File: src/rtl/regfile_writeback_arbiter_pkg.sv
// Shared definitions for the register file writeback arbiter slice:
// default widths and the channel encoding used by the round-robin state.
package regfile_writeback_arbiter_pkg;

  localparam int ADDR_WIDTH_DEF = 5;
  localparam int DATA_WIDTH_DEF = 32;

  typedef enum logic {
    CH_EXU = 1'b0,
    CH_LSU = 1'b1
  } channel_e;

endpackage

File: src/rtl/regfile_writeback_arbiter_wb_scoreboard.sv
// Busy-bit scoreboard of in-flight destination registers; drives the source
// probes used for RAW stalls and the issue_ready used for WAW stalls.
module regfile_writeback_arbiter_wb_scoreboard
  import regfile_writeback_arbiter_pkg::*;
#(
  parameter int ADDR_WIDTH = ADDR_WIDTH_DEF
) (
  input  logic                  clk,
  input  logic                  rstn,
  input  logic                  issue_valid,
  input  logic [ADDR_WIDTH-1:0] issue_rd,
  output logic                  issue_ready,
  input  logic                  clr_valid,
  input  logic [ADDR_WIDTH-1:0] clr_rd,
  input  logic [ADDR_WIDTH-1:0] rs1_addr,
  output logic                  rs1_busy,
  input  logic [ADDR_WIDTH-1:0] rs2_addr,
  output logic                  rs2_busy
);

  localparam int NREG = 1 << ADDR_WIDTH;

  logic [NREG-1:0] busy_q;
  logic [NREG-1:0] busy_d;

  assign issue_ready = issue_valid ? !busy_q[issue_rd] : 1'b1;
  assign rs1_busy    = busy_q[rs1_addr];
  assign rs2_busy    = busy_q[rs2_addr];

  // Set needs !busy, so a set and clear never hit the same index together.
  always_comb begin
    busy_d = busy_q;
    if (clr_valid) begin
      busy_d[clr_rd] = 1'b0;
    end
    if (issue_valid && issue_ready && (issue_rd != '0)) begin
      busy_d[issue_rd] = 1'b1;
    end
    busy_d[0] = 1'b0;
  end

  always_ff @(posedge clk or negedge rstn) begin
    if (!rstn) begin
      busy_q <= '0;
    end else begin
      busy_q <= busy_d;
    end
  end

endmodule

File: src/rtl/regfile_writeback_arbiter.sv
// Write side of the integer register file: round-robin arbitration between
// EXU and LSU results, a registered write port and the destination scoreboard.
module regfile_writeback_arbiter
  import regfile_writeback_arbiter_pkg::*;
#(
  parameter int ADDR_WIDTH = ADDR_WIDTH_DEF,
  parameter int DATA_WIDTH = DATA_WIDTH_DEF
) (
  input  logic                  clk,
  input  logic                  rstn,
  input  logic                  exu_valid,
  output logic                  exu_ready,
  input  logic [ADDR_WIDTH-1:0] exu_rd,
  input  logic                  exu_wen,
  input  logic [DATA_WIDTH-1:0] exu_data,
  input  logic                  lsu_valid,
  output logic                  lsu_ready,
  input  logic [ADDR_WIDTH-1:0] lsu_rd,
  input  logic                  lsu_wen,
  input  logic [DATA_WIDTH-1:0] lsu_data,
  input  logic                  issue_valid,
  input  logic [ADDR_WIDTH-1:0] issue_rd,
  output logic                  issue_ready,
  input  logic [ADDR_WIDTH-1:0] rs1_addr,
  output logic                  rs1_busy,
  input  logic [ADDR_WIDTH-1:0] rs2_addr,
  output logic                  rs2_busy,
  output logic                  rf_wen,
  output logic [ADDR_WIDTH-1:0] rf_waddr,
  output logic [DATA_WIDTH-1:0] rf_wdata,
  output logic                  commit_valid
);

  channel_e              last_grant_q, last_grant_d;
  logic                  rf_wen_q, rf_wen_d;
  logic [ADDR_WIDTH-1:0] rf_waddr_q, rf_waddr_d;
  logic [DATA_WIDTH-1:0] rf_wdata_q, rf_wdata_d;
  logic                  commit_valid_q, commit_valid_d;

  logic                  exu_gnt, lsu_gnt, any_gnt;
  logic [ADDR_WIDTH-1:0] win_rd;
  logic                  win_wen;
  logic [DATA_WIDTH-1:0] win_data;

  // On contention the channel that did not win last time gets the slot.
  always_comb begin
    exu_gnt = exu_valid && (!lsu_valid || (last_grant_q == CH_LSU));
    lsu_gnt = lsu_valid && (!exu_valid || (last_grant_q == CH_EXU));
    any_gnt = exu_gnt || lsu_gnt;

    win_rd   = lsu_gnt ? lsu_rd   : exu_rd;
    win_wen  = lsu_gnt ? lsu_wen  : exu_wen;
    win_data = lsu_gnt ? lsu_data : exu_data;

    last_grant_d = last_grant_q;
    if (lsu_gnt) begin
      last_grant_d = CH_LSU;
    end else if (exu_gnt) begin
      last_grant_d = CH_EXU;
    end

    rf_wen_d       = any_gnt && win_wen && (win_rd != '0);
    commit_valid_d = any_gnt;
    rf_waddr_d     = rf_waddr_q;
    rf_wdata_d     = rf_wdata_q;
    if (any_gnt) begin
      rf_waddr_d = win_rd;
      rf_wdata_d = win_data;
    end
  end

  assign exu_ready    = exu_gnt;
  assign lsu_ready    = lsu_gnt;
  assign rf_wen       = rf_wen_q;
  assign rf_waddr     = rf_waddr_q;
  assign rf_wdata     = rf_wdata_q;
  assign commit_valid = commit_valid_q;

  always_ff @(posedge clk or negedge rstn) begin
    if (!rstn) begin
      last_grant_q   <= CH_EXU;
      rf_wen_q       <= 1'b0;
      rf_waddr_q     <= '0;
      rf_wdata_q     <= '0;
      commit_valid_q <= 1'b0;
    end else begin
      last_grant_q   <= last_grant_d;
      rf_wen_q       <= rf_wen_d;
      rf_waddr_q     <= rf_waddr_d;
      rf_wdata_q     <= rf_wdata_d;
      commit_valid_q <= commit_valid_d;
    end
  end

  // Busy clears at the grant edge; non-writing results leave it untouched.
  regfile_writeback_arbiter_wb_scoreboard #(
    .ADDR_WIDTH(ADDR_WIDTH)
  ) u_scoreboard (
    .clk        (clk),
    .rstn       (rstn),
    .issue_valid(issue_valid),
    .issue_rd   (issue_rd),
    .issue_ready(issue_ready),
    .clr_valid  (any_gnt && win_wen),
    .clr_rd     (win_rd),
    .rs1_addr   (rs1_addr),
    .rs1_busy   (rs1_busy),
    .rs2_addr   (rs2_addr),
    .rs2_busy   (rs2_busy)
  );

endmodule

File: config.mk
export PLATFORM = sky130hd
export DESIGN_NAME = regfile_writeback_arbiter
export DESIGN_NICKNAME = d
export VERILOG_FILES = /design/src/rtl/regfile_writeback_arbiter_pkg.sv /design/src/rtl/regfile_writeback_arbiter_wb_scoreboard.sv /design/src/rtl/regfile_writeback_arbiter.sv
export SDC_FILE = /design/constraint.sdc
export NUM_CORES = 1
export LEC_CHECK = 0
export ABC_AREA = 1
export CELL_PAD_IN_SITES_DETAIL_PLACEMENT = 0
export CELL_PAD_IN_SITES_GLOBAL_PLACEMENT = 2
export CORE_AREA = 2 2 134 136
export DETAILED_ROUTE_END_ITERATION = 8
export DIE_AREA = 0 0 136 138
export PLACE_DENSITY_LB_ADDON = 0.1
export SYNTH_ARGS = -nofsm -noshare
export SYNTH_HDL_FRONTEND = slang
export SYNTH_HIERARCHICAL = 1
export SYNTH_SLANG_ARGS = --single-unit
File: constraint.sdc
create_clock -name clk -period 2.1 [get_ports clk]
set_clock_uncertainty 0.15 [all_clocks]
set_input_delay 0.525 -clock clk [delete_from_list [all_inputs] [get_ports clk]]
set_output_delay 0.525 -clock clk [all_outputs]
set_load 0.05 [all_outputs]
==> flow_summary_export.csv, run 1 <==
group,metric,value,unit
sta,rsz0062_at_grt,"true",
critical_path,crit_path_end,"rs1_busy",
route,wl,17.99,mm
cts,cts-buffers-inserted,9,
yosys,synth_warnings,6,
critical_path,reg2reg_setup_slack,0.17,ns
min_path,worstHoldPathType,"in2async",
pwr,p_leak,3.192,nW
cts,clkTransAtPathRegs,0.06,ns
route,dr.pass1.iters,4,
critical_path,crit_fanout,4,
critical_path,r2r_end,"u_scoreboard/busy_q[21]$_DFF_PN0_",
route,routedWlPerCell,17.11,um
finish,drive_above_1_share,26.89,%
sta,finalSetupViolCount,3,
placement,placed_cells,1015,
yosys,seq_area_frac_synth,41.57,%
cts,cts_tree,"built",
placement,post-place-ws,-0.6247,ns
placement,gp_congestion,0.8449,
critical_path,criticalPathCategory,"reg2out",
global_route,grt_overflow,0,
critical_path,crit_chain,"o21ai_2, nor2_1, a21oi_1, a21oi_1, nand2_1, nand2_2, nand2_2, nand2_4, buf_12",
pwr,power_density,799.9,mW/mm^2
route,vias,4982,
yosys,syn_nets,706,
route,viasPerCell,4.740,
die,initial_core_util,24.38,%
pwr,p_int,0.003328,W
placement,hpwl,12.53,mm
yosys,synth_area_per_cell,7.007,um^2
critical_path,required,1.42,ns
die,ioPinCount,140,
job,drv_cap,0,
status,status,"complete, but fails checks",
sta,hold_ws,-0.01322,ns
status,violations,"hold timing, setup timing",
finish,syn2layout_area_growth,64.46,%
global_route,antenna_found_initial,0,
global_route,grt_pass1_wl,27.61,mm
finish,fin_cells,1051,
die,coreArea,0.01753,mm^2
yosys,ys_seq_elements,71,
cts,clockRootBuffer,"clkbuf_16",
pwr,net-switching-power,0.002295,W
critical_path,rr_startpoint,"last_grant_q$_DFFE_PN0P_",
sta,slew_viol_final,0,
global_route,grtUsageTotal,19.44,%
global_route,grt_max_degree,34,
pwr,power_frac_comb,35.7,%
placement,port_buffers,139,
sta,finalWorstSetupSlack,-0.2124,ns
cts,h-tree-depth,3,
global_route,grt_pass1_vias,4895,
cts,cts_sinks,71,
route,postRouteAntennaNets,0,
critical_path,startpoint,"u_scoreboard/busy_q[26]$_DFF_PN0_",
critical_path,cp-end-kind,"output pin",
pwr,pwr-share-clk,25.8,%
pwr,power,0.005623,W
sta,fmax,432.5,MHz
die,die_w,136,um
yosys,synthCells,610,
finish,final_core_util,40.09,%
sta,hold_viol,24,
critical_path,slowest_stage,"dfrtp_2",
cts,clock_latency,0.35,ns
pwr,p_seq_share,38.5,%
sta,min_period_over_period,110.1,%
pwr,vdd_drop_max,0.0003270,V
critical_path,slowest_delay,0.47,ns
yosys,synth_cell_types,23,
die,row_count,49,
pwr,sw_frac_of_total,40.81,%
cts,clk_path_buf_depth,2,
sta,relSlewSlack,68.26,%
sta,fin_crit,2.312,ns
yosys,synthesis.area,0.004274,mm^2
cts,cts_hold_buf,0,
finish,insertedDiodeCount,0,
die,die-area,0.01877,mm^2
finish,fin_nets,913,
route,drtIter0Drc,235,
die,die_h,138,um
critical_path,worst_setup_path_start_kind,"flop",
sta,worst_slew_pin_slew,0.4761,ns
critical_path,worst-r2r-cell-count,10,
critical_path,cp.arrival,1.64,ns
route,drcViolationCount,0,
==> kinds of logic (layout without fill, tap and decap cells) <==
family,count (synthesis),after routing,synth area share [%]
buf+inv,71,283,7.934
flops,71,71,41.57
compound gates,154,154,19.38
simple gates,314,314,31.12
==> power by group through the flow <==
stage | clock network, W | logic, W | registers (W)
finish | 0.00145 | 0.00201 | 0.00216
CTS | 0.00149 | 0.00200 | 0.00214
detailed placement | 0 | 0.00189 | 0.00214
global placement | 0 | 0.00188 | 0.00214
floorplan | 0 | 0.000772 | 0.00222
global route | 0.00155 | 0.00220 | 0.00219
==> metrics by stage <==
| stage | setup TNS [ns] | cell area [um^2] |
|---|---|---|
| 5_1_grt | -0.9165 | 7029 |
| 4_1_cts | -0.6052 | 6974 |
| 6_report | -0.5723 | 7029 |
| 3_3_place_gp | -24.85 | 6336 |
| 2_1_floorplan | -0.002893 | 4299 |
| 3_5_place_dp | -25.38 | 6336 |
==> what timing repair did <==
item,4_1_cts,5_1_grt
endpoints found under the setup margin,30,12
gates cloned,7,0
setup buffers,13,0
pin swaps,31,6
resized for setup,107,40
==> worst min path at each step <==
stage / slack, ns / endpoint / depth (start not counted)
detailed placement: 0.33 / rf_wdata[26]$_DFFE_PN0P_ / 2
floorplan: 0.08 / commit_valid$_DFF_PN0_ / 0
CTS: 0.005 / u_scoreboard/busy_q[30]$_DFF_PN0_ / 1
finish: -0.01 / u_scoreboard/busy_q[30]$_DFF_PN0_ / 1
global route: 0.02 / u_scoreboard/busy_q[28]$_DFF_PN0_ / 1
global placement: 0.32 / rf_waddr[2]$_DFFE_PN0P_ / 2
==> synth_stat cells <==
cell | count | area share (%)
nor2_1 | 66 | 5.8
inv_2 | 7 | 0.61
buf_6 | 8 | 2.1
o21ai_0 | 101 | 12
inv_1 | 38 | 3.3
o211ai_1 | 5 | 0.88
a21oi_1 | 5 | 0.59
nand3_1 | 59 | 6.9
clkinv_1 | 1 | 0.088
nand2_2 | 3 | 0.44
o21ai_2 | 2 | 0.41
nor3_2 | 7 | 1.6
buf_2 | 10 | 1.2
clkbuf_1 | 7 | 0.61
dfrtp_1 | 71 | 42
nand3b_1 | 1 | 0.18
nor2_4 | 1 | 0.26
o21ai_1 | 31 | 3.6
nand3_2 | 1 | 0.23
nor2_2 | 2 | 0.29
o221ai_1 | 10 | 2.0
nand2_1 | 171 | 15
nor3_1 | 3 | 0.35
==> final cells by class <==
cell class              count  area [um^2]
fillers                  1891        10510
flip-flops and latches     71         1802
repair buffers            219         2163
repair inverters            2        11.26
clock buffers              10        229.0
multi-input cells         468         2305
well taps                 229        286.5
clock inverters             6        46.29
inverters                  46        186.4
==> metal layers <==
layer | vias up | GRT usage, % | wire length [um]
met5 | - | 0 | 0
met2 | 175 | 30.47 | 8541
li1 | 2449 | - | -
met3 | 35 | 4.767 | 1298
met1 | 2323 | 24.77 | 7513
met4 | 0 | 9.868 | 634
==> flip-flops by register name (all words and copies together) (netlist names) <==
register	count
rf_wen	1
rf_waddr	5
commit_valid	1
rf_wdata	32
u_scoreboard/busy_q	31
last_grant_q	1
==> critical path, delay by kind of cell (launching register included) <==
family | cells | cell delay (ns)
and+or+nand+nor | 5 | 0.31
buffers and inverters | 1 | 0.14
AOI/OAI and AO/OA | 3 | 0.37
DFF | 1 | 0.47
==> cells in the final DEF (no fill, tap or decap), drive strengths merged <==
cell type	instances
nor3	10
clkinvlp	2
clkinv	6
dfrtp	71
bufbuf	1
nand3b	1
inv	46
o21ai	134
clkdlybuf4s15	4
nand3	60
buf	128
o211ai	5
nor2	69
a21oi	5
clkbuf	11
clkdlybuf4s50	81
nand2	174
o221ai	10
dlygate4sd2	4
Note: power is estimated with default switching activity, not from simulation.
==> inputs of run 2 (changes only) <==
--- a/config.mk
+++ b/config.mk
@@ -12,6 +12,8 @@
 export DETAILED_ROUTE_END_ITERATION = 8
 export DIE_AREA = 0 0 136 138
 export PLACE_DENSITY_LB_ADDON = 0.1
+export RECOVER_POWER = 100
+export SKIP_CTS_REPAIR_TIMING = 1
 export SYNTH_ARGS = -nofsm -noshare
 export SYNTH_HDL_FRONTEND = slang
 export SYNTH_HIERARCHICAL = 1
==> constraint.sdc (replaced) <==
create_clock -name clk -period 2.5 [get_ports clk]
set_clock_uncertainty 0.15 [all_clocks]
set_input_delay 0.625 -clock clk [delete_from_list [all_inputs] [get_ports clk]]
set_output_delay 0.625 -clock clk [all_outputs]
set_load 0.05 [all_outputs]
==> flow_summary_export.csv, run 2 (same netlist as run 1, synthesis figures left out) <==
group,metric,value,unit
status,status,"complete, but fails checks",
status,violations,"setup timing",
critical_path,crit_fanout,6,
pwr,p_leak,3.199,nW
critical_path,slowest_delay,0.59,ns
critical_path,required,1.73,ns
die,coreArea,0.01753,mm^2
die,row_count,49,
sta,hold_ws,0.2560,ns
finish,final_core_util,40.16,%
sta,fmax,398.5,MHz
sta,fin_crit,2.510,ns
global_route,antenna_found_initial,0,
route,postRouteAntennaNets,0,
global_route,grtUsageTotal,18.38,%
critical_path,cp.arrival,1.73,ns
global_route,grt_pass1_vias,4683,
placement,port_buffers,139,
route,routedWlPerCell,17.13,um
finish,seq_area,0.001784,mm^2
finish,fill_cells,1798,
sta,finalWorstSetupSlack,-0.009624,ns
sta,finalSetupViolCount,1,
finish,insertedDiodeCount,0,
die,die_h,138,um
cts,cts_sinks,71,
route,dr.pass1.iters,5,
sta,hold_viol,0,
job,drv_cap,0,
finish,fin_cells,1040,
die,initial_core_util,24.38,%
die,ioPinCount,140,
route,vias,4911,
global_route,grt_max_degree,34,
cts,clk_path_buf_depth,2,
die,die_w,136,um
finish,fin_nets,902,
route,drcViolationCount,0,
route,wl,17.81,mm
global_route,grt_overflow,0,
critical_path,criticalPathCategory,"in2out",
critical_path,cp-end-kind,"output pin",
placement,placed_cells,1006,
sta,rsz0062_at_grt,"true",
sta,worst_slew_pin_slew,0.9605,ns
finish,syn2layout_area_growth,64.75,%
sta,relSlewSlack,35.96,%
placement,hpwl,12.52,mm
cts,clockRootBuffer,"clkbuf_16",
cts,clock_latency,0.34,ns
critical_path,crit_chain,"dlygate4sd3_1, buf_4, a21oi_2, buf_12",
pwr,power,0.004695,W
finish,design_area,0.007042,mm^2
route,drtIter0Drc,339,
critical_path,slowest_stage,"dlygate4sd3_1",
critical_path,worst_setup_path_start_kind,"input port",
pwr,power_density,666.8,mW/mm^2
min_path,worstHoldPathType,"in2async",
finish,drive_above_1_share,17.26,%
placement,place_area,0.006346,mm^2
finish,layout_common_cells,"nand2_1, o21ai_0, clkdlybuf4s50_1",
placement,gp_congestion,0.8459,
pwr,vdd_drop_max,0.0002915,V
die,die-area,0.01877,mm^2
cts,h-tree-depth,3,
sta,min_period_over_period,100.4,%
global_route,grt_pass1_wl,26.16,mm
finish,multi_input_area,0.002250,mm^2
finish,final_common_cell,"nand2_1",
cts,cts_tree,"built",
finish,largest_reg_flops,32,
cts,cts-buffers-inserted,9,
sta,slew_viol_final,0,
cts,clkTransAtPathRegs,0.06,ns
route,viasPerCell,4.722,
[run 2: cell count changes in the layout (fill, tap and decap cells not counted), moves of 14 or more]
cell | previous run | this run
buf_4 | 91 | 44
dfrtp_1 | 51 | 65
dfrtp_2 | 20 | 6
dlygate4sd3_1 | 0 | 40
o21ai_0 | 76 | 119
o21ai_1 | 55 | 11
[run 2: per-stage QoR]
step	setup slack [ns]	TNS, ns
after floorplan	0.07336	0
after global placement	-0.4476	-3.401
after detailed placement	-0.4543	-3.624
after CTS	-0.4629	-1.305
after global routing	-0.05384	-0.3054
final	-0.009624	-0.009624
[run 2: worst max-delay path: cells and delay by family]
family | cells | cell delay [ns]
buf+inv | 3 | 0.93
compound gates | 1 | 0.19
[run 2: per-layer routing]
layer / wire length (um) / track usage [%] / part of all wire (%)
met1: 7316 / 22.45 / 41
met2: 8560 / 29.49 / 48
met3: 1182 / 5.427 / 6.6
met4: 754 / 8.772 / 4.2
met5: 0 / 0 / 0
[run 2: area by class of cell]
cell class                      instances  area share, %
Multi-Input combinational cell        468          31.95
Tap cell                              229          4.069
Timing Repair inverter                  1         0.1066
Sequential cell                        71          25.34
Clock buffer                           11          3.447
Clock inverter                          5         0.8173
Inverter                               46          2.790
Timing Repair Buffer                  209          31.49
[run 2: path summary, 6_finish.rpt]
check	startpoint	to	slack [ns]	cells after the start
worst max-delay path	lsu_valid	exu_ready	-0.01	4
worst min-delay path	rstn	rf_wdata[27]$_DFFE_PN0P_	0.26	1
worst max register to register	u_scoreboard/busy_q[12]$_DFF_PN0_	u_scoreboard/busy_q[14]$_DFF_PN0_	0.63	13
worst min register to register	rf_wdata[20]$_DFFE_PN0P_	rf_wdata[20]$_DFFE_PN0P_	0.33	2
max in group asynchronous	rstn	u_scoreboard/busy_q[3]$_DFF_PN0_	0.31	3
min in group clk	rf_wdata[20]$_DFFE_PN0P_	rf_wdata[20]$_DFFE_PN0P_	0.33	2
[run 2: where the power goes]
group,internal [W],switching [W]
clock,0.000799,0.000502
combinational,0.000656,0.000957
sequential,0.00140,0.000383
